## src/rtl/cheriot_dv_pkg.sv

```systemverilog
// Shared types for the DV OBI arbiter: host IDs, selection FSM states.
package cheriot_dv_pkg;

  // One-bit host identifier stored in the response-tracking FIFO.
  typedef logic obi_owner_t;

  // Selection FSM: IDLE picks a winner combinationally, HOLD pins the owner.
  typedef enum logic {
    ARB_IDLE = 1'b0,
    ARB_HOLD = 1'b1
  } arb_state_e;

  localparam obi_owner_t HOST_INSTR = 1'b0;
  localparam obi_owner_t HOST_DATA  = 1'b1;

  function automatic obi_owner_t other_host(input obi_owner_t h);
    return ~h;
  endfunction

endpackage

```

## src/rtl/obi_owner_fifo.sv

```systemverilog
// In-order FIFO of granted-transaction owners. Pointers carry one extra
// wrap bit so full and empty are distinguishable without a counter.
module obi_owner_fifo
  import cheriot_dv_pkg::*;
#(
  parameter  int unsigned NOUT = 8,
  localparam int unsigned PW   = $clog2(NOUT) + 1
) (
  input  logic          clk_i,
  input  logic          rst_ni,
  input  logic          i_push,
  input  obi_owner_t    i_push_id,
  input  logic          i_pop,
  output obi_owner_t    o_head,
  output logic [PW-1:0] o_occupancy,
  output logic          o_full,
  output logic          o_empty
);

  localparam int unsigned IW = PW - 1;

  obi_owner_t    r_mem [NOUT];
  logic [PW-1:0] r_wr;
  logic [PW-1:0] r_rd;
  logic          w_push;
  logic          w_pop;

  assign o_occupancy = r_wr - r_rd;
  assign o_full      = (o_occupancy == PW'(NOUT));
  assign o_empty     = (o_occupancy == '0);
  assign o_head      = r_mem[r_rd[IW-1:0]];
  assign w_push      = i_push & ~o_full;
  assign w_pop       = i_pop & ~o_empty;

  // Pointer and storage update; a simultaneous pop reads the old head.
  always_ff @(posedge clk_i or negedge rst_ni) begin
    if (!rst_ni) begin
      r_wr <= '0;
      r_rd <= '0;
      for (int unsigned i = 0; i < NOUT; i++) begin
        r_mem[i] <= '0;
      end
    end else begin
      if (w_push) begin
        r_mem[r_wr[IW-1:0]] <= i_push_id;
        r_wr                <= r_wr + PW'(1);
      end
      if (w_pop) begin
        r_rd <= r_rd + PW'(1);
      end
    end
  end

endmodule

```

## src/rtl/obi_mem_arbiter.sv

```systemverilog
// Two-host OBI arbiter in front of the DV memory model. Host 0 is
// instruction fetch, host 1 is data. A selected request is held stable
// until the device grants; responses are routed in issue order.
// Build option CHERIOT_OBI_ARB_RR_EN: round-robin tie-break instead of
// fixed host-0 priority.
module obi_mem_arbiter
  import cheriot_dv_pkg::*;
#(
  parameter  int unsigned DW   = 32,
  parameter  int unsigned NOUT = 8,
  localparam int unsigned OW   = $clog2(NOUT) + 1
) (
  input  logic          clk_i,
  input  logic          rst_ni,
  // host 0 (instruction fetch)
  input  logic          h0_req,
  input  logic          h0_we,
  input  logic [3:0]    h0_be,
  input  logic          h0_is_cap,
  input  logic [31:0]   h0_addr,
  input  logic [DW-1:0] h0_wdata,
  input  logic [7:0]    h0_flag,
  output logic          h0_gnt,
  output logic          h0_rvalid,
  output logic [DW-1:0] h0_rdata,
  output logic          h0_err,
  // host 1 (data)
  input  logic          h1_req,
  input  logic          h1_we,
  input  logic [3:0]    h1_be,
  input  logic          h1_is_cap,
  input  logic [31:0]   h1_addr,
  input  logic [DW-1:0] h1_wdata,
  input  logic [7:0]    h1_flag,
  output logic          h1_gnt,
  output logic          h1_rvalid,
  output logic [DW-1:0] h1_rdata,
  output logic          h1_err,
  // device
  output logic          dev_req,
  output logic          dev_we,
  output logic [3:0]    dev_be,
  output logic          dev_is_cap,
  output logic [31:0]   dev_addr,
  output logic [DW-1:0] dev_wdata,
  output logic [7:0]    dev_flag,
  input  logic          dev_gnt,
  input  logic          dev_rvalid,
  input  logic [DW-1:0] dev_rdata,
  input  logic          dev_err,
  // status
  output logic [OW-1:0] outstanding,
  output logic          protocol_err
);

  arb_state_e    r_state;
  arb_state_e    w_state_nxt;
  obi_owner_t    r_owner;
  obi_owner_t    w_owner_nxt;
  obi_owner_t    w_winner;
  obi_owner_t    w_sel;
  obi_owner_t    w_head;
  logic          w_owner_req;
  logic          w_dev_req;
  logic          w_hold_drop;
  logic          w_push;
  logic          w_pop;
  logic          w_orphan;
  logic          w_full;
  logic          w_empty;
  logic [OW-1:0] w_occ;

`ifdef CHERIOT_OBI_ARB_RR_EN
  obi_owner_t r_prio;

  // Tie goes to the host that did not win the previous grant.
  always_comb begin
    w_winner = HOST_INSTR;
    if (h0_req && h1_req) begin
      w_winner = r_prio;
    end else if (h1_req) begin
      w_winner = HOST_DATA;
    end
  end

  // Priority pointer flips away from whoever was just granted.
  always_ff @(posedge clk_i or negedge rst_ni) begin
    if (!rst_ni) begin
      r_prio <= HOST_INSTR;
    end else if (w_push) begin
      r_prio <= other_host(w_sel);
    end
  end
`else
  // Fixed priority: host 0 wins whenever it requests.
  always_comb begin
    w_winner = HOST_INSTR;
    if (h1_req && !h0_req) begin
      w_winner = HOST_DATA;
    end
  end
`endif

  assign w_owner_req = (r_owner == HOST_DATA) ? h1_req : h0_req;

  // FSM state and held owner.
  always_ff @(posedge clk_i or negedge rst_ni) begin
    if (!rst_ni) begin
      r_state <= ARB_IDLE;
      r_owner <= HOST_INSTR;
    end else begin
      r_state <= w_state_nxt;
      r_owner <= w_owner_nxt;
    end
  end

  // Next state: enter HOLD on an ungranted request, leave on grant or abandon.
  always_comb begin
    w_state_nxt = r_state;
    w_owner_nxt = r_owner;
    unique case (r_state)
      ARB_IDLE: begin
        if (w_dev_req && !dev_gnt) begin
          w_state_nxt = ARB_HOLD;
          w_owner_nxt = w_winner;
        end
      end
      ARB_HOLD: begin
        if (!w_owner_req || dev_gnt) begin
          w_state_nxt = ARB_IDLE;
        end
      end
      default: w_state_nxt = ARB_IDLE;
    endcase
  end

  // Selection, device request and command mux; fields are zero when idle.
  always_comb begin
    w_sel       = r_owner;
    w_dev_req   = 1'b0;
    w_hold_drop = 1'b0;
    unique case (r_state)
      ARB_IDLE: begin
        w_sel     = w_winner;
        w_dev_req = ~w_full & (h0_req | h1_req);
      end
      ARB_HOLD: begin
        w_sel       = r_owner;
        w_dev_req   = w_owner_req;
        w_hold_drop = ~w_owner_req;
      end
      default: ;
    endcase

    dev_we     = 1'b0;
    dev_be     = '0;
    dev_is_cap = 1'b0;
    dev_addr   = '0;
    dev_wdata  = '0;
    dev_flag   = '0;
    if (w_dev_req) begin
      if (w_sel == HOST_DATA) begin
        dev_we     = h1_we;
        dev_be     = h1_be;
        dev_is_cap = h1_is_cap;
        dev_addr   = h1_addr;
        dev_wdata  = h1_wdata;
        dev_flag   = h1_flag;
      end else begin
        dev_we     = h0_we;
        dev_be     = h0_be;
        dev_is_cap = h0_is_cap;
        dev_addr   = h0_addr;
        dev_wdata  = h0_wdata;
        dev_flag   = h0_flag;
      end
    end
  end

  assign dev_req  = w_dev_req;
  assign w_push   = dev_gnt & w_dev_req;
  assign h0_gnt   = w_push & (w_sel == HOST_INSTR);
  assign h1_gnt   = w_push & (w_sel == HOST_DATA);

  assign w_pop    = dev_rvalid & ~w_empty;
  assign w_orphan = dev_rvalid & w_empty;

  assign h0_rvalid = w_pop & (w_head == HOST_INSTR);
  assign h1_rvalid = w_pop & (w_head == HOST_DATA);
  assign h0_rdata  = h0_rvalid ? dev_rdata : '0;
  assign h1_rdata  = h1_rvalid ? dev_rdata : '0;
  assign h0_err    = h0_rvalid & dev_err;
  assign h1_err    = h1_rvalid & dev_err;

  assign outstanding = w_occ;

  // Sticky flag: response with nothing outstanding, or owner abandoned HOLD.
  always_ff @(posedge clk_i or negedge rst_ni) begin
    if (!rst_ni) begin
      protocol_err <= 1'b0;
    end else if (w_orphan || w_hold_drop) begin
      protocol_err <= 1'b1;
    end
  end

  obi_owner_fifo #(
    .NOUT(NOUT)
  ) u_owner_fifo (
    .clk_i      (clk_i),
    .rst_ni     (rst_ni),
    .i_push     (w_push),
    .i_push_id  (w_sel),
    .i_pop      (w_pop),
    .o_head     (w_head),
    .o_occupancy(w_occ),
    .o_full     (w_full),
    .o_empty    (w_empty)
  );

endmodule

```

## config.mk

```make
export PLATFORM = sky130hd
export DESIGN_NAME = obi_mem_arbiter
export DESIGN_NICKNAME = d
export VERILOG_FILES = /design/src/rtl/cheriot_dv_pkg.sv /design/src/rtl/obi_owner_fifo.sv /design/src/rtl/obi_mem_arbiter.sv
export SDC_FILE = /design/constraint.sdc
export NUM_CORES = 1
export LEC_CHECK = 0
export CAP_MARGIN = 15
export CELL_PAD_IN_SITES_DETAIL_PLACEMENT = 1
export CELL_PAD_IN_SITES_GLOBAL_PLACEMENT = 2
export CORE_UTILIZATION = 11
export CTS_BUF_LIST = sky130_fd_sc_hd__clkbuf_4
export DETAILED_ROUTE_END_ITERATION = 10
export PLACE_DENSITY = 0.93
export SLEW_MARGIN = 0
export SYNTH_ARGS = -nofsm -noshare
export SYNTH_HDL_FRONTEND = slang
export SYNTH_SLANG_ARGS = --single-unit
```

## constraint.sdc

```tcl
create_clock -name clk_i -period 3.5 [get_ports clk_i]
set_clock_uncertainty 0.1 [all_clocks]
set_input_delay 0.7 -clock clk_i [delete_from_list [all_inputs] [get_ports clk_i]]
set_output_delay 0.7 -clock clk_i [all_outputs]
set_load 0.02 [all_outputs]
```

# --- Word-level counts from Yosys, hierarchy flattened ---
# Index checks and enable logic that the tools add are counted.
word_totals:
  n_memories: 0
  out_inout_bits: 154
  latch_bits: 0
  rom_bits: 0
  mem_bits_rw: 0
  reg_bits: 19
  elab_cells: 79
op_classes:
  n_reduce_logical: 10
  n_eq_ne: 1
  n_lt_le_gt_ge: 3
  mul: 0
  muxes: 28
  n_shift: 0
  addsub: 3
  n_div: 0
  bitwise_logic: 21
op_table:
  columns: ["cell", "n"]
  rows:
  - ["$mux 32", 6]
  - ["$mux 8", 2]
  - ["$and 1x1->1", 12]
  - ["$mux 1", 12]
  - ["$add 4x1->4 const B", 2]
  - ["$bwmux 8", 1]
  - ["$ge 4x4->1 const B", 2]
  - ["$mux 4", 2]
  - ["$not 3->4", 2]
  - ["$not 1->1", 6]
  - ["$pmux 1 s2", 3]
  - ["$eq 4x4->1 const B", 1]
  - ["$logic_not 4->1", 1]
  - ["$lt 4x1->1 const B", 1]
  - ["$sub 4x4->4", 1]
  - ["$bmux 1 s3", 1]
  - ["$demux 1 s3", 1]
  - ["$logic_and 1x1->1", 3]
  - ["$logic_not 1->1", 3]
  - ["$logic_or 1x1->1", 2]
  - ["$reduce_and 2->1", 1]
  - ["$or 1x1->1", 1]

# --- Depth between registers and ports, before layout ---
depth:
  depth_word: 8
  mapped_depth: 11
  mapped_depth_nobuf: 10

# --- Cells and area by module ---
# A second synthesis with hierarchy kept.
hier_totals:
  hier_cells: 476
  area_unflattened_um2: 3330.7
modules_own_cells:
  columns: ["mod", "area_each_um2", "instances", "cells_per_inst", "seq_area_each_um2"]
  rows:
  - ["obi_mem_arbiter", 2356.0, 1, 389, 75.1]
  - ["obi_owner_fifo", 974.7, 1, 87, 400.4]

# --- Worst setup path before layout ---
# Ideal clock, no wire load.
synth_timing:
  path_type: "register to output"
  startpoint: "register u_owner_fifo.r_wr[0]"
  endpoint: "output port dev_addr[15]"
  stages_incl_launch_ff: 12
  t_arrival_ns: 2.565
  slack_ns: 0.135
  n_path_buf: 2
  cell_sequence: "dfrtp_1 > inv_1 > ha_1 > inv_1 > fa_1 > xor2_1 > nor3_1 > o21ai_4 > o21ai_4 > buf_2 > buf_4 > a21oi_1"
synth_via:
  elab_chain_cells: 6
synth_rtl:
  columns: ["item", "line", "text"]
  rows:
  - ["from (decl)", "obi_owner_fifo.sv:23", "logic [PW-1:0] r_wr;"]
  - ["from (signal assigned)", "obi_owner_fifo.sv:46", "r_wr <= r_wr + PW'(1);"]
  - ["$sub 4x4->4", "obi_owner_fifo.sv:28", "assign o_occupancy = r_wr - r_rd;"]
  - ["via outstanding[2]", "obi_mem_arbiter.sv:52", "output logic [OW-1:0] outstanding,"]
  - ["$eq 4x4->1", "obi_owner_fifo.sv:29", "assign o_full = (o_occupancy == PW'(NOUT));"]
  - ["$not 1->1", "obi_mem_arbiter.sv:145", "w_dev_req = ~w_full & (h0_req | h1_req);"]
  - ["$and 1x1->1", "obi_mem_arbiter.sv:145", null]
  - ["$pmux 1 s2", "obi_mem_arbiter.sv:142", "unique case (r_state)"]
  - ["$mux 32", "obi_mem_arbiter.sv:161", "if (w_dev_req) begin"]
  - ["to (decl)", "obi_mem_arbiter.sv:44", "output logic [31:0] dev_addr,"]
# The timed path passes the listed nets, and every way through them passes these cells.

# --- Final worst setup path ---
layout_timing:
  startpoint: "register u_owner_fifo.r_rd[0]"
  endpoint: "output port h0_rdata[17]"
layout_via:
  elab_chain_cells: 7
  word_cells_on_any_way: 11
  classes_between: "1 x add/sub; 4 x mux; 5 x bitwise; 1 x reduce/logical"
layout_rtl:
  columns: ["item", "line", "text"]
  rows:
  - ["from (decl)", "obi_owner_fifo.sv:24", "logic [PW-1:0] r_rd;"]
  - ["from (signal assigned)", "obi_owner_fifo.sv:49", "r_rd <= r_rd + PW'(1);"]
  - ["branches (longest 5 deep; another with $sub 4x4->4)", null, null]
  - ["$and 1x1->1 (*)", "obi_mem_arbiter.sv:188", "assign h0_rvalid = w_pop & (w_head == HOST_INSTR);"]
  - ["$mux 32 (*)", "obi_mem_arbiter.sv:190", "assign h0_rdata = h0_rvalid ? dev_rdata : '0;"]
  - ["to (decl)", "obi_mem_arbiter.sv:25", "output logic [DW-1:0] h0_rdata,"]
# Every way passes the cells marked *. The select of a mux whose other input is x is not followed.

==> run_results.csv <==
group,metric,value,unit
cells_and_area,syn_to_final_growth,160.1,%
grt,grt_usage,13.02,%
sta,hold_violations,0,
setup_path,critPathSlowestCell,"fa_2",
clocking,cts_tree,"yes",
grt,grt.overflow.total,0,
clocking,cts.sinks,19,
grt,antenna_found_initial,1,
sta,max_freq,0.2804,GHz
setup_path,slowest_delay,0.44,ns
routing,finalWirelength,18660,um
power_and_ir_drop,vdd_drop_max,0.0004542,V
hold_path,hp-start,"u_owner_fifo.r_mem[0]",
cells_and_area,fillers,2981,
grt,grt_pass1_vias,4787,
yosys,synth-edff-count,0,
setup_path,critPathLaunchType,"flop",
setup_path,cp_top_family,"simple AND/OR/NAND/NOR gates",
yosys,synth_fp_nets,639,
floorplanning,dieArea,26040,um^2
yosys,synth-main-ff-cell,"dfrtp_1",
yosys,syn_avg_cell_area,6.379,um^2
setup_path,crit_start,"u_owner_fifo.r_rd[0]",
routing,first_iter_violations,171,
sta,post-route-min-period,3.566,ns
power_and_ir_drop,leakage,3.329,nW
sta,slew_viol_final,0,
setup_path,r2r-start,"u_owner_fifo.r_rd[0]",
place,numPortBuffers,348,
yosys,synth_top_area_share,21.50,%
yosys,netlist_instances,438,
floorplanning,num_rows,57,
outcome,status,"complete, but fails checks",
floorplanning,io_pins,349,
cells_and_area,final_common_cell,"clkdlybuf4s50_1",
clocking,clk-insertion-delay-late,0.30,ns
setup_path,cp_max_fo,6,
setup_path,endpoint_kind,"output port",
yosys,synthTopCellsByArea,"nand2_1 (21%), dfrtp_1 (17%), a21oi_1 (15%)",
yosys,synth.ff_latch_count,19,
hold_path,hold_class,"reg2reg",
grt,grt_pass1_wl,26520,um
setup_path,cp.required,2.70,ns
yosys,ys_types,41,
yosys,seq_area_frac_synth,17.02,%
setup_path,cp.arrival,2.77,ns
clocking,root_buffer,"clkbuf_4",
clocking,htreeDepth,1,
power_and_ir_drop,cellPowerDensity,904.5,nW/um^2
outcome,violations,"setup timing",
floorplanning,initial_core_util,11.36,%
clocking,clk_path_buf_depth,2,
routing,antenna_left,0,
floorplanning,fp.dieW,161.4,um
clocking,path_clk_slew,0.11,ns
setup_path,crit_chain,"ha_4 -> inv_2 -> fa_2 -> or3_4 -> o31ai_4 -> nor2b_4 -> buf_12 -> clkbuf_16 -> and2_4 -> buf_6",
power_and_ir_drop,fin_total_pwr,6.573,mW
flow_run,cap_violations,0,
routing,via_per_inst,4.036,
routing,vias,4670,
place,place_worst_setup_slack,-0.2346,ns
floorplanning,fp.dieH,161.4,um
setup_path,crit_type,"reg2out",
cells_and_area,final_cell_mix,"clkdlybuf4s50_1 (199), nand2_1 (159), a21oi_1 (82)",
sta,slew_headroom,39.45,%
routing,firstDrtPassIters,6,
sta,worst_pin_slew,0.9054,ns
floorplanning,core-area,24600,um^2
yosys,async_flop_share,100.0,%
cells_and_area,fin_util,29.53,%
clocking,cts-buffers-inserted,3,
yosys,synthesis.area,2794,um^2
routing,post-route-drc-count,0,
place,place_congestion,0.7899,
cells_and_area,nets,1034,
setup_path,critPathBufInv,4,
place,dp_hpwl,14520,um
grt,grt_max_degree,48,
yosys,synth_area_leader_cell,"nand2_1",
yosys,yosys_warnings,0,
sta,worst_slack,-0.06587,ns
sta,setup_viol,54,
cells_and_area,drive_gt1_share,38.22,%
sta,rsz0062_at_grt,"yes",
routing,avgRoutedWirePerCell,16.13,um
sta,timing.final.crit_share,101.9,%
[layout make-up]
class / count / area [um^2] / area share (%)
flip-flops and latches: 19 / 475.5 / 6.543
clock buffers: 4 / 30.03 / 0.4132
repair buffers: 418 / 3973 / 54.67
multi-input cells: 384 / 2355 / 32.40
well taps: 324 / 405.4 / 5.579
inverters: 7 / 26.28 / 0.3616
diodes: 1 / 2.502 / 0.03444
[metal layers]
layer / wire length (um) / track usage (%) / part of all wire (%)
met4: 508 / 3.602 / 2.7
met2: 9917 / 25.65 / 53
met3: 1294 / 2.517 / 6.9
met1: 6938 / 13.83 / 37
met5: 0 / 0 / 0
[cell usage after synthesis, types with 3 or more instances]
library cell and count:
nand2_1 160, a21oi_1 82, and2_1 60, dfrtp_1 19, clkbuf_1 16, buf_2 9, mux2_2 9, nor2_1 8
inv_1 7, and3_1 6, buf_6 6, nand4_1 6, ha_1 5, xnor2_1 5, and2_2 4, xor2_1 3
[stage by stage]
stage | cell area, um^2 | std cells | TNS [ns] | hold slack, ns
after floorplan | 2794 | 438 | 0 | 0.3044
after global placement | 7064 | 1133 | -11.98 | 0.3768
after detailed placement | 7064 | 1133 | -17.93 | 0.3940
after CTS | 7132 | 1153 | -3.275 | 0.4153
after global routing | 7267 | 1157 | -10.68 | 0.4437
final | 7267 | 1157 | -1.211 | 0.4104
[state kept, by name, summed over array words and instances, names as in the netlist]
signal / count
u_owner_fifo.r_wr: 4
u_owner_fifo.r_rd: 4
r_state: 1
u_owner_fifo.r_mem: 8
protocol_err: 1
r_owner: 1
[power breakdown]
group          internal (mW)  switching, mW
registers              0.319         0.0821
clock network         0.0521         0.0658
logic                   2.95           3.11
total                   3.32           3.25
[worst paths after layout]
path,depth (start not counted),end,slack (ns)
min in group asynchronous,1,u_owner_fifo.r_rd[0],0.80
max in group asynchronous,1,u_owner_fifo.r_mem[0],1.94
max,10,h0_rdata[17],-0.07
min,1,u_owner_fifo.r_mem[0],0.41
min reg2reg,1,u_owner_fifo.r_mem[0],0.41
max reg2reg,9,u_owner_fifo.r_rd[1],0.71
[what timing repair did]
item	4_1_cts	5_1_grt
hold buffers	0	0
endpoints found under the setup margin	148	148
pin swaps	13	48
hold endpoints to repair	0	0
setup buffers	11	2
gates resized for setup	605	189
cloned	6	3
[kinds of logic after synthesis]
logic type / share of synthesized area, %
xor gates and xnor gates: 2.508
and+or+nand+nor: 44.51
AOI/OAI and AO/OA: 18.27
DFF: 17.02
adders and majority gates: 2.956
buffers and inverters: 7.658
muxes: 7.076
Power figures use the tool's default switching activity.
